File: src/rtl/inst_encoder_pkg.sv
// Shared opcode constants, format enum and NOP word for the RV32I instruction encoder.
// Optional feature macro: INST_ENCODER_RANGE_CHECK_EN (immediate range check).
package inst_encoder_pkg;

  localparam logic [6:0] OP_LOAD   = 7'b0000011;
  localparam logic [6:0] OP_IMM    = 7'b0010011;
  localparam logic [6:0] OP_JALR   = 7'b1100111;
  localparam logic [6:0] OP_STORE  = 7'b0100011;
  localparam logic [6:0] OP_BRANCH = 7'b1100011;
  localparam logic [6:0] OP_LUI    = 7'b0110111;
  localparam logic [6:0] OP_AUIPC  = 7'b0010111;
  localparam logic [6:0] OP_JAL    = 7'b1101111;
  localparam logic [6:0] OP_OP     = 7'b0110011;

  localparam logic [31:0] NOP_INST = 32'h0000_0013;

  typedef enum logic [2:0] {
    FMT_R,
    FMT_I,
    FMT_S,
    FMT_B,
    FMT_U,
    FMT_J,
    FMT_BAD
  } fmt_e;

  // Map an opcode to its encoding format; anything unlisted is FMT_BAD.
  function automatic fmt_e opcode_fmt(input logic [6:0] op);
    case (op)
      OP_LOAD, OP_IMM, OP_JALR: opcode_fmt = FMT_I;
      OP_STORE:                 opcode_fmt = FMT_S;
      OP_BRANCH:                opcode_fmt = FMT_B;
      OP_LUI, OP_AUIPC:         opcode_fmt = FMT_U;
      OP_JAL:                   opcode_fmt = FMT_J;
      OP_OP:                    opcode_fmt = FMT_R;
      default:                  opcode_fmt = FMT_BAD;
    endcase
  endfunction

endpackage

File: src/rtl/inst_encoder_if.sv
// Field-input / word-output stream bundle for inst_encoder.
// slave: the encoder side; master: the loader / instruction-memory side.
interface inst_encoder_if #(
  parameter int unsigned ADDR_W = 10
);
  logic              in_valid;
  logic              in_ready;
  logic [6:0]        in_opcode;
  logic [4:0]        in_rd;
  logic [4:0]        in_rs1;
  logic [4:0]        in_rs2;
  logic [2:0]        in_funct3;
  logic [6:0]        in_funct7;
  logic [31:0]       in_imm;
  logic              out_valid;
  logic              out_ready;
  logic [31:0]       out_inst;
  logic [ADDR_W-1:0] out_addr;
  logic              out_err;
  logic [7:0]        err_count;

  modport slave (
    input  in_valid, in_opcode, in_rd, in_rs1, in_rs2, in_funct3, in_funct7, in_imm,
    input  out_ready,
    output in_ready, out_valid, out_inst, out_addr, out_err, err_count
  );

  modport master (
    output in_valid, in_opcode, in_rd, in_rs1, in_rs2, in_funct3, in_funct7, in_imm,
    output out_ready,
    input  in_ready, out_valid, out_inst, out_addr, out_err, err_count
  );
endinterface

File: src/rtl/inst_pack.sv
// Combinational opcode decode, immediate packing and (optional) immediate range check.
// Optional feature macro: INST_ENCODER_RANGE_CHECK_EN.
module inst_pack
  import inst_encoder_pkg::*;
(
  input  logic [6:0]  opcode,
  input  logic [4:0]  rd,
  input  logic [4:0]  rs1,
  input  logic [4:0]  rs2,
  input  logic [2:0]  funct3,
  input  logic [6:0]  funct7,
  input  logic [31:0] imm,
  output logic [31:0] inst,
  output logic        err
);

  fmt_e        fmt;
  logic [31:0] raw;
  logic        range_bad;

  // Select format and pack fields; fields absent from a format stay zero.
  always_comb begin
    fmt = opcode_fmt(opcode);
    raw = '0;
    case (fmt)
      FMT_R: raw = {funct7, rs2, rs1, funct3, rd, opcode};
      FMT_I: raw = {imm[11:0], rs1, funct3, rd, opcode};
      FMT_S: raw = {imm[11:5], rs2, rs1, funct3, imm[4:0], opcode};
      FMT_B: raw = {imm[12], imm[10:5], rs2, rs1, funct3, imm[4:1], imm[11], opcode};
      FMT_U: raw = {imm[31:12], rd, opcode};
      FMT_J: raw = {imm[20], imm[10:1], imm[11], imm[19:12], rd, opcode};
      default: raw = '0;
    endcase
  end

`ifdef INST_ENCODER_RANGE_CHECK_EN
  // Reject immediates that the selected format cannot represent exactly.
  always_comb begin
    range_bad = 1'b0;
    case (fmt)
      FMT_I, FMT_S: range_bad = !((&imm[31:11]) || !(|imm[31:11]));
      FMT_B:        range_bad = imm[0] || !((&imm[31:12]) || !(|imm[31:12]));
      FMT_J:        range_bad = imm[0] || !((&imm[31:20]) || !(|imm[31:20]));
      FMT_U:        range_bad = |imm[11:0];
      default:      range_bad = 1'b0;
    endcase
  end
`else
  // Immediates are silently truncated to their packed bits.
  always_comb range_bad = 1'b0;
`endif

  // Any error replaces the word with a NOP so the slot is still filled.
  always_comb begin
    err  = (fmt == FMT_BAD) || range_bad;
    inst = err ? NOP_INST : raw;
  end

endmodule

File: src/rtl/inst_encoder.sv
// Streaming RV32I instruction encoder: one output register stage, word address
// counter and saturating error counter around the inst_pack datapath.
// Optional feature macro: INST_ENCODER_RANGE_CHECK_EN (passed through to inst_pack).
module inst_encoder
  import inst_encoder_pkg::*;
#(
  parameter int unsigned       ADDR_W    = 10,
  parameter logic [ADDR_W-1:0] BASE_ADDR = '0
) (
  input logic           clk,
  input logic           rst_n,
  inst_encoder_if.slave bus
);

  logic [31:0]       pk_inst;
  logic              pk_err;
  logic              accept;
  logic              out_hs;
  logic              valid_q;
  logic [31:0]       inst_q;
  logic              err_q;
  logic [ADDR_W-1:0] addr_q;
  logic [7:0]        cnt_q;

  inst_pack u_pack (
    .opcode (bus.in_opcode),
    .rd     (bus.in_rd),
    .rs1    (bus.in_rs1),
    .rs2    (bus.in_rs2),
    .funct3 (bus.in_funct3),
    .funct7 (bus.in_funct7),
    .imm    (bus.in_imm),
    .inst   (pk_inst),
    .err    (pk_err)
  );

  // Handshake qualifiers and output drive.
  always_comb begin
    bus.in_ready  = !valid_q || bus.out_ready;
    accept        = bus.in_valid && bus.in_ready;
    out_hs        = valid_q && bus.out_ready;
    bus.out_valid = valid_q;
    bus.out_inst  = inst_q;
    bus.out_err   = err_q;
    bus.out_addr  = addr_q;
    bus.err_count = cnt_q;
  end

  // Output register, address counter and error counter; reload wins over drain.
  always_ff @(posedge clk) begin
    if (!rst_n) begin
      valid_q <= 1'b0;
      inst_q  <= '0;
      err_q   <= 1'b0;
      addr_q  <= BASE_ADDR;
      cnt_q   <= '0;
    end else begin
      if (out_hs) begin
        addr_q <= addr_q + 1'b1;
        if (err_q && (cnt_q != 8'hFF))
          cnt_q <= cnt_q + 8'd1;
      end
      if (accept) begin
        valid_q <= 1'b1;
        inst_q  <= pk_inst;
        err_q   <= pk_err;
      end else if (out_hs) begin
        valid_q <= 1'b0;
      end
    end
  end

endmodule
File: src/flat_wrapper.sv
// flat-port wrapper written by rule: the top's interface ports become plain ports
module inst_encoder_flat import inst_encoder_pkg::*;
#(
  parameter int unsigned       ADDR_W    = 10,
  parameter logic [ADDR_W-1:0] BASE_ADDR = '0
)
  (clk, rst_n, bus_in_valid, bus_in_opcode, bus_in_rd, bus_in_rs1, bus_in_rs2, bus_in_funct3, bus_in_funct7, bus_in_imm, bus_out_ready, bus_in_ready, bus_out_valid, bus_out_inst, bus_out_addr, bus_out_err, bus_err_count);
  inst_encoder_if #(.ADDR_W(ADDR_W)) bus_i ();
  input logic clk;
  input logic rst_n;
  input wire logic [$bits(bus_i.in_valid)-1:0] bus_in_valid;
  input wire logic [$bits(bus_i.in_opcode)-1:0] bus_in_opcode;
  input wire logic [$bits(bus_i.in_rd)-1:0] bus_in_rd;
  input wire logic [$bits(bus_i.in_rs1)-1:0] bus_in_rs1;
  input wire logic [$bits(bus_i.in_rs2)-1:0] bus_in_rs2;
  input wire logic [$bits(bus_i.in_funct3)-1:0] bus_in_funct3;
  input wire logic [$bits(bus_i.in_funct7)-1:0] bus_in_funct7;
  input wire logic [$bits(bus_i.in_imm)-1:0] bus_in_imm;
  input wire logic [$bits(bus_i.out_ready)-1:0] bus_out_ready;
  output wire logic [$bits(bus_i.in_ready)-1:0] bus_in_ready;
  output wire logic [$bits(bus_i.out_valid)-1:0] bus_out_valid;
  output wire logic [$bits(bus_i.out_inst)-1:0] bus_out_inst;
  output wire logic [$bits(bus_i.out_addr)-1:0] bus_out_addr;
  output wire logic [$bits(bus_i.out_err)-1:0] bus_out_err;
  output wire logic [$bits(bus_i.err_count)-1:0] bus_err_count;
  assign bus_i.in_valid = bus_in_valid;
  assign bus_i.in_opcode = bus_in_opcode;
  assign bus_i.in_rd = bus_in_rd;
  assign bus_i.in_rs1 = bus_in_rs1;
  assign bus_i.in_rs2 = bus_in_rs2;
  assign bus_i.in_funct3 = bus_in_funct3;
  assign bus_i.in_funct7 = bus_in_funct7;
  assign bus_i.in_imm = bus_in_imm;
  assign bus_i.out_ready = bus_out_ready;
  assign bus_in_ready = bus_i.in_ready;
  assign bus_out_valid = bus_i.out_valid;
  assign bus_out_inst = bus_i.out_inst;
  assign bus_out_addr = bus_i.out_addr;
  assign bus_out_err = bus_i.out_err;
  assign bus_err_count = bus_i.err_count;
  inst_encoder #(.ADDR_W(ADDR_W), .BASE_ADDR(BASE_ADDR)) u_core (.clk(clk), .rst_n(rst_n), .bus(bus_i));
endmodule
File: config.mk
export PLATFORM = sky130hd
export DESIGN_NAME = inst_encoder_flat
export DESIGN_NICKNAME = d
export VERILOG_FILES = /design/src/rtl/inst_encoder_pkg.sv /design/src/rtl/inst_encoder_if.sv /design/src/rtl/inst_pack.sv /design/src/rtl/inst_encoder.sv /design/src/flat_wrapper.sv
export SDC_FILE = /design/constraint.sdc
export NUM_CORES = 1
export LEC_CHECK = 0
export CAP_MARGIN = 20
export CORE_ASPECT_RATIO = 1.25
export CORE_MARGIN = 2
export CORE_UTILIZATION = 40
export DETAILED_ROUTE_END_ITERATION = 8
export PLACE_DENSITY = 0.8
export RECOVER_POWER = 100
export SLEW_MARGIN = 20
export SYNTH_ARGS = -nofsm -noshare
export SYNTH_HDL_FRONTEND = slang
export SYNTH_SLANG_ARGS = --single-unit
File: constraint.sdc
create_clock -name clk -period 1.7 [get_ports clk]
set_clock_uncertainty 0.05 [all_clocks]
set_input_delay 0.17 -clock clk [delete_from_list [all_inputs] [get_ports clk]]
set_output_delay 0.17 -clock clk [all_outputs]
set_load 0.02 [all_outputs]
**Yosys cells after proc, flatten, opt, wreduce, memory -nomap -nowiden**

Index checks and enable logic that the tools add are counted.

- Add/sub/neg operators: 2
- Multiply operators: 0
- Divide/modulo/power cells: 0
- Order comparisons: 0
- Equal/unequal tests: 16
- Shift-type cells: 0
- Mux-type cells: 5
- Bitwise operators: 0
- Reduce and logical (&&, ||, !) cells: 10

Operators with widths:

| operator | number |
|---|---|
| 32-bit one-hot mux with 6 select lines | 1 |
| 32-bit two-way mux | 1 |
| 7-bit by 6-bit == test with 1-bit output, second input constant | 3 |
| 7-bit == test, second input constant | 3 |
| 3-bit one-hot mux with 6 select lines | 1 |
| 7-bit by 5-bit == test with 1-bit output, second input constant | 2 |
| 10-bit by 1-bit adder with 10-bit output, second input constant | 1 |
| 3-bit == test, second input constant | 3 |
| 8-bit by 1-bit adder with 8-bit output, second input constant | 1 |
| 8-bit inequality test, second input constant | 1 |
| 7-bit by 2-bit == test with 1-bit output, second input constant | 1 |
| 3-bit by 2-bit == test with 1-bit output, second input constant | 2 |
| 3-bit by 1-bit == test with 1-bit output, second input constant | 1 |
| 1-bit logical AND | 3 |
| 3-bit logical NOT | 1 |
| 3-bit OR reduction | 1 |
| 1-bit two-way mux | 2 |
| 2-bit AND reduction | 1 |
| 2-bit nonzero test | 1 |
| 2-bit OR reduction | 1 |
| 1-bit logical NOT | 1 |
| 1-bit logical OR | 1 |

- Register bits: 52
- Bits in latches: 0
- Memory bits (writable): 0
- Memory bits (read-only): 0
- Bits of input ports: 68
- Output and inout bits: 53
- Word-level logic and storage cells: 38
- Memories: 0

**Depth between registers and ports, before layout**

Gate-level depths: netlist of the first run.

- Word-level depth: 6
- Mapped depth: 7
- Mapped depth without buffers: 6

**Hierarchy**

A second synthesis of the first run with hierarchy kept.

- Cells, all modules: 347
- Area total of the unflattened synthesis: 2,778.9 um^2

Modules (own cells, without submodules):

| module | instances | cells each | area each (um^2) | sequential area each (um^2) |
|---|---|---|---|---|
| inst_encoder | 1 | 242 | 2,102.0 | 1,041.0 |
| inst_pack | 1 | 105 | 676.9 | 0.0 |

**Worst setup path after synthesis of the first run**

OpenSTA, ideal clock, no wires.

- Path kind: flip-flop to flip-flop
- Start point: register u_core.valid_q (netlist: u_core.bus.out_valid)
- End point: register u_core.inst_q[22] (netlist: u_core.bus.out_inst[22])
- Setup time: 122 ps
- Arrival time: 1,593 ps
- Data required time: 1,528 ps
- Path slack: -65 ps
- Stages on the path, launching flop included: 8
- Path buffers: 2
- Period minus slack after synthesis: 1,765 ps
- Path through: dfxtp_1 nand2b_1 and2_1 buf_2 o2111ai_2 buf_2 nor2_1 a221o_1

- Cells in the longest elaborated chain, start to end: 3

RTL lines:

| item | RTL line | source |
|---|---|---|
| start: declaration | inst_encoder.sv:19 | `logic valid_q;` |
| start signal: assignment | inst_encoder.sv:52 | `valid_q <= 1'b0;` |
| start signal: assignment | inst_encoder.sv:64 | `valid_q <= 1'b1;` |
| start signal: assignment | inst_encoder.sv:68 | `valid_q <= 1'b0;` |
| 1-bit logical NOT | inst_encoder.sv:39 | `bus.in_ready = !valid_q \|\| bus.out_ready;` |
| 1-bit logical OR | inst_encoder.sv:39 |  |
| net bus_in_ready | flat_wrapper.sv:20 | `output wire logic [$bits(bus_i.in_ready)-1:0] bus_in_ready;` |
| 1-bit logical AND | inst_encoder.sv:40 | `accept = bus.in_valid && bus.in_ready;` |
| end signal: assignment | inst_encoder.sv:65 | `inst_q <= pk_inst;` |
| end: declaration | inst_encoder.sv:20 | `logic [31:0] inst_q;` |

The timed path passes the listed nets, and every way through them passes these cells.
A chain may end at the register's enable or synchronous reset.

**Worst setup path after layout of the first run**

- Start point: register u_core.cnt_q[2] (netlist: u_core.bus.err_count[2])
- End point: output port bus_err_count[2]

RTL lines:

| item | RTL line | source |
|---|---|---|
| start: declaration | inst_encoder.sv:23 | `logic [7:0] cnt_q;` |
| start signal: assignment | inst_encoder.sv:61 | `cnt_q <= cnt_q + 8'd1;` |
| end: declaration | flat_wrapper.sv:25 | `output wire logic [$bits(bus_i.err_count)-1:0] bus_err_count;` |

No word-level cell between the ends.

==> metrics, run 1 <==
clock root buffer=clkbuf_8; vias=2599; initial drt markers=139; #FFs+latches synth=52; final wirelength=7.19 mm; setup_tns=0 ps; core outline area=5860 um^2; cell family with most CP delay=buffers and inverters; area leader, netlist=dfxtp_1; CTS Sinks=52; setup bufs post-CTS=0; Post-synth EDFFs=0; Via density=5.11; Clock Path Buffers=2; crit path capture type=primary output; fin cells=509; dpl cells=501; crit-path max cell delay=650 ps; Skew-Pair Late Insertion Delay=300 ps; final setup violating endpoints=0; FF-to-FF Start=u_core.bus.err_count[1]$_SDFFE_PN0P_; CTS tree=yes; dpl ws=-352 ps; Post-Synthesis Cells=276; Req. time, crit path=1480 ps; Seq/Total Area, Yosys=0.423; Slowest cell on crit path=clkdlybuf4s50_1; die area=6810 um^2; DIE HEIGHT=91.7 um; reg-to-reg slack, setup=130 ps; drt pass-1 iters=4; initial antenna violation count=0; Final Worst Setup Slack=79.8 ps; crit path time final=1620 ps; Die W=74.2 um; CTS H-tree lvls=2; largest cells by area after synthesis=dfxtp_1 42%, o21ai_0 5.9%, nand2_1 4.1%, and2_1 4.1%, a22oi_1 3.7%; worst setup path startpoint=u_core.bus.err_count[2]$_SDFFE_PN0P_; Max Slew Vio Count=0; Critical Path AT=1400 ps; Hold Worst Slack=390 ps; yosys warns=0; drc violations=0; Final ANT Viol Nets=0; critical path type=reg -> out; Reg clk slew, reported paths=90 ps; commonest cells after routing, fill and taps aside=72 x clkdlybuf4s50_1, 52 x dfxtp_1, 44 x dlygate4sd3_1; synthesized area per cell=8.93 um^2; worst hold endpoint=u_core.bus.out_inst[4]$_SDFFE_PN0P_; # IOs=121; r2r endpoint=u_core.bus.err_count[1]$_SDFFE_PN0P_; top cell type's share of synthesized area=0.423; RD Place Congestion=0.818; Register-to-Register Path Depth=6; n_diodes=0; number of fill cells=477; Core Util, Final=0.703; final hold violation count=0; max-cap violations=0; outcome=complete, no violations; first-pass GRT wire length=11.4 mm; asr flop ratio synth=0; Post-CTS Hold Fix Bufs=0; Hold Path Class=in -> reg; final period utilization=0.953; largest net degree at the start of global routing=32; Worst Path Max Fanout=6; worst path cell trace=clkdlybuf4s50_1; max frequency=0.617 GHz; Avg WL per Cell=14.1 um; startpoint types=register; total grt overflow=0; Peak VDD IR=0.000385 V; GRT Overall Usage=0.209; Net count, final=496; Leak Pwr=1.73 nW; top_reg_cell synth=dfxtp_1; PortBufs=120; CP bufs+invs=1; Syn Std Cell Area=2460 um^2; PD cells=595 nW/um^2; share of cells above drive strength 1=0.136; Max-slew headroom=0.678; Worst Max-Slew Pin Slew=482 ps; vias in the first global route=2489; Hold Startpoint=bus_in_opcode[4]; post-synth net total=346; Final HPWL DP=5.64 mm; starting density of the core=0.421; RSZ-0062 raised after global routing=false; commonest non-fill, non-tap cell in the layout=clkdlybuf4s50_1; Area Overhead vs Synth=67.1%; hold depth=4; FP Rows=31; post-synth cell types=47; TritonCTS buffer count=5
logic make-up after synthesis:
kind of cell	share of synthesized area
mux	0.0371
compound gates	0.247
flops	0.423
xor+xnor	0.0462
simple gates	0.197
buf+inv	0.0406
fa+ha+maj	0.0102
metrics by stage:
step / instance area (um^2) / power (mW)
after floorplan: 2470 / 1.46
after global placement: 4000 / 1.75
after detailed placement: 4000 / 1.76
after CTS: 4090 / 2.48
after global routing: 4120 / 2.55
final: 4120 / 2.45
power by group:
part,internal (mW),switching (mW)
combinational,0.270,0.199
clock,0.333,0.388
sequential,1.24,0.0154
total,1.85,0.602
worst max-delay path by stage:
| stage | slack [ps] | cells after the start | endpoint |
|---|---|---|---|
| final | 80 | 1 | bus_err_count[2] |
| after floorplan | 3 | 6 | u_core.bus.err_count[5]$_SDFFE_PN0P_ |
| after global placement | -310 | 6 | u_core.bus.out_inst[31]$_SDFFE_PN0P_ |
| after detailed placement | -350 | 6 | u_core.bus.out_inst[31]$_SDFFE_PN0P_ |
| after global routing | 5 | 6 | u_core.bus.err_count[1]$_SDFFE_PN0P_ |
| after CTS | 1 | 7 | u_core.bus.out_inst[10]$_SDFFE_PN0P_ |
per-layer routing:
layer / vias up / part of all wire / global-route usage
met5: - / 0 / 0
met4: 0 / 0.027 / 0.0818
met3: 16 / 0.046 / 0.0330
met2: 79 / 0.52 / 0.352
met1: 1203 / 0.40 / 0.262
li1: 1301 / - / -
worst min-delay path: stages:
cell and delay (ps):
dlymetal6s2s_1 190, buf_4 170, nor2_1 90, a21oi_1 70
area by class of cell:
cell class,count,area (um^2),area share
flip-flops and latches,52,1040,0.253
repair buffers,160,1490,0.362
inverters,6,22.5,0.00547
multi-input cells,201,1370,0.333
well taps,82,103,0.0249
clock buffers,8,90.1,0.0219
state kept, by name (all words and copies together), names as in the netlist:
name,cells
u_core.bus.out_valid,1
u_core.bus.err_count,8
u_core.bus.out_err,1
u_core.bus.out_inst,32
u_core.bus.out_addr,10
repair_timing:
action	in CTS	in global routing
pin swaps	0	2
setup endpoints to repair	1	29
gates resized for setup	1	12
Yosys cell counts (all sizes together) (4+ instances only):
cell,number
xor2,6
and3,5
dfxtp,52
o21ai,34
buf,9
a221o,4
a21oi,15
a21boi,4
nor2,9
inv,6
mux2i,8
xnor2,7
and2,16
nor2b,5
a22oi,12
nor3,6
a22o,4
nand2,27
nand3,5
clkbuf,8
No activity file was read; power rests on OpenSTA's default activity.
==> inputs of run 2 (changes only) <==
Settings changed: MAX_ROUTING_LAYER from default to met4.
==> metrics, run 2 (synthesis results as in run 1) <==
crit path time final=1630 ps (+6.42 ps); total grt overflow=0 (unchanged); Slowest cell on crit path=dlygate4sd3_1; Final HPWL DP=5.64 mm (unchanged); drt pass-1 iters=4 (unchanged); RSZ-0062 raised after global routing=false; Post-CTS Hold Fix Bufs=0 (unchanged); dpl cells=501 (unchanged); Final Worst Setup Slack=73.4 ps (-6.42 ps); vias in the first global route=2491 (+0.080%); max-cap violations=0 (unchanged); Die W=74.2 um (unchanged); core outline area=5860 um^2 (unchanged); PD cells=596 nW/um^2 (about the same); vias=2618 (+0.73%); Hold Startpoint=bus_in_opcode[4]; Avg WL per Cell=14.1 um (unchanged); initial drt markers=105 (-24%); fin cells=509 (unchanged); number of fill cells=477 (unchanged); final wirelength=7.19 mm (unchanged); final instance area=4120 um^2 (unchanged); FP Rows=31 (unchanged); DP Area=4000 um^2 (unchanged); Net count, final=496 (unchanged); die area=6810 um^2 (unchanged); Worst Path Max Fanout=5 (-1); DIE HEIGHT=91.7 um (unchanged); share of cells above drive strength 1=0.136 (unchanged); max reg flops=32 (unchanged); crit path capture type=primary output; startpoint types=register; Area Overhead vs Synth=67.1% (unchanged); Skew-Pair Late Insertion Delay=300 ps (about the same); Register-to-Register Path Depth=6 (unchanged); Final ANT Viol Nets=0 (unchanged); RD Place Congestion=0.831 (+1.5%); Max Slew Vio Count=0 (unchanged); worst hold endpoint=u_core.bus.out_inst[4]$_SDFFE_PN0P_; setup_tns=0 ps (unchanged); CP bufs+invs=1 (unchanged); commonest cells after routing, fill and taps aside=71 x clkdlybuf4s50_1, 52 x dfxtp_1, 45 x dlygate4sd3_1; Critical Path AT=1410 ps (about the same); initial antenna violation count=0 (unchanged); PortBufs=120 (unchanged); commonest non-fill, non-tap cell in the layout=clkdlybuf4s50_1; cell family with most CP delay=buffers and inverters; r2r endpoint=u_core.bus.err_count[1]$_SDFFE_PN0P_; FF-to-FF Start=u_core.bus.err_count[1]$_SDFFE_PN0P_; first-pass GRT wire length=11.5 mm (about the same); final hold violation count=0 (unchanged); outcome=complete, no violations; Worst Max-Slew Pin Slew=492 ps (+9.67 ps); CTS Sinks=52 (unchanged); Multi-input gate area=1370 um^2 (unchanged); crit-path max cell delay=700 ps (+50 ps); Peak VDD IR=0.000387 V (+0.46%); FF/Latch Area=1040 um^2 (unchanged); Reg clk slew, reported paths=90 ps (about the same); CTS H-tree lvls=2 (unchanged); max frequency=0.615 GHz (-0.39%); Crit. path cell count=1 (unchanged); # IOs=121 (unchanged); hold depth=4 (unchanged); Via density=5.14 (+0.73%); Max-slew headroom=0.672 (-0.00645); clock root buffer=clkbuf_8; reg-to-reg slack, setup=120 ps (about the same); Hold Path Class=in -> reg; critical path type=reg -> out; starting density of the core=0.421 (unchanged); Hold Worst Slack=398 ps (+8.15 ps); Req. time, crit path=1480 ps (about the same); final period utilization=0.957 (+0.00378); Clock Path Buffers=2 (unchanged); worst path cell trace=dlygate4sd3_1; CTS tree=yes; GRT Overall Usage=0.215 (+0.00558); n_diodes=0 (unchanged); dpl ws=-352 ps (unchanged); Leak Pwr=1.74 nW (+0.21%); TritonCTS buffer count=5 (unchanged); largest net degree at the start of global routing=32 (unchanged); final setup violating endpoints=0 (unchanged); drc violations=0 (unchanged)
-- run 2: worst reg2reg max path: stages (launching register included) --
cell and delay [ps]:
dfxtp_1 390, ha_1 190, nand3_1 90, o211ai_2 300, clkbuf_2 210, mux2i_1 180
nor2b_1 60
-- run 2: power breakdown --
part           switching (mW)  total [mW]  internal [mW]
clock                   0.390       0.723          0.333
combinational           0.198       0.469          0.270
sequential             0.0156        1.26           1.24
-- run 2: per-stage QoR --
stage | power (mW) | utilization
3_3_place_gp | 1.75 | 0.683
3_5_place_dp | 1.76 | 0.683
6_report | 2.45 | 0.703
4_1_cts | 2.48 | 0.699
2_1_floorplan | 1.46 | -
5_1_grt | 2.55 | 0.703
-- run 2: how the worst max path moves through the flow --
stage                                               startpoint                                    to  slack, ps
after CTS                                     bus_in_opcode[4]  u_core.bus.out_inst[10]$_SDFFE_PN0P_          1
after floorplan           u_core.bus.err_count[0]$_SDFFE_PN0P_  u_core.bus.err_count[5]$_SDFFE_PN0P_          3
after global routing      u_core.bus.err_count[1]$_SDFFE_PN0P_  u_core.bus.err_count[1]$_SDFFE_PN0P_          5
after global placement                        bus_in_opcode[2]  u_core.bus.out_inst[31]$_SDFFE_PN0P_       -310
after detailed placement                      bus_in_opcode[2]  u_core.bus.out_inst[31]$_SDFFE_PN0P_       -350
final                      u_core.bus.out_addr[3]$_SDFFE_PN0P_                       bus_out_addr[3]         70
-- run 2: area by class of cell --
class,instances,share of cell area
well taps,82,0.0249
inverters,6,0.00547
repair buffers,160,0.362
multi-input cells,201,0.333
flip-flops and latches,52,0.253
clock buffers,8,0.0219
-- run 2: timing repair --
item / in CTS / in global routing
gates resized for setup: 1 / 12
endpoints found under the setup margin: 1 / 29
endpoints found under the hold margin: 0 / 0
pin swaps: 0 / 2
buffers inserted: 0 / 0
cloned: 0 / 0
-- run 2: metal layers --
layer / up-vias / global-route usage / part of all wire
li1: 1303 / - / -
met1: 1218 / 0.264 / 0.40
met2: 85 / 0.351 / 0.53
met3: 12 / 0.0297 / 0.045
met4: 0 / 0.0818 / 0.022
met5: - / - / 0
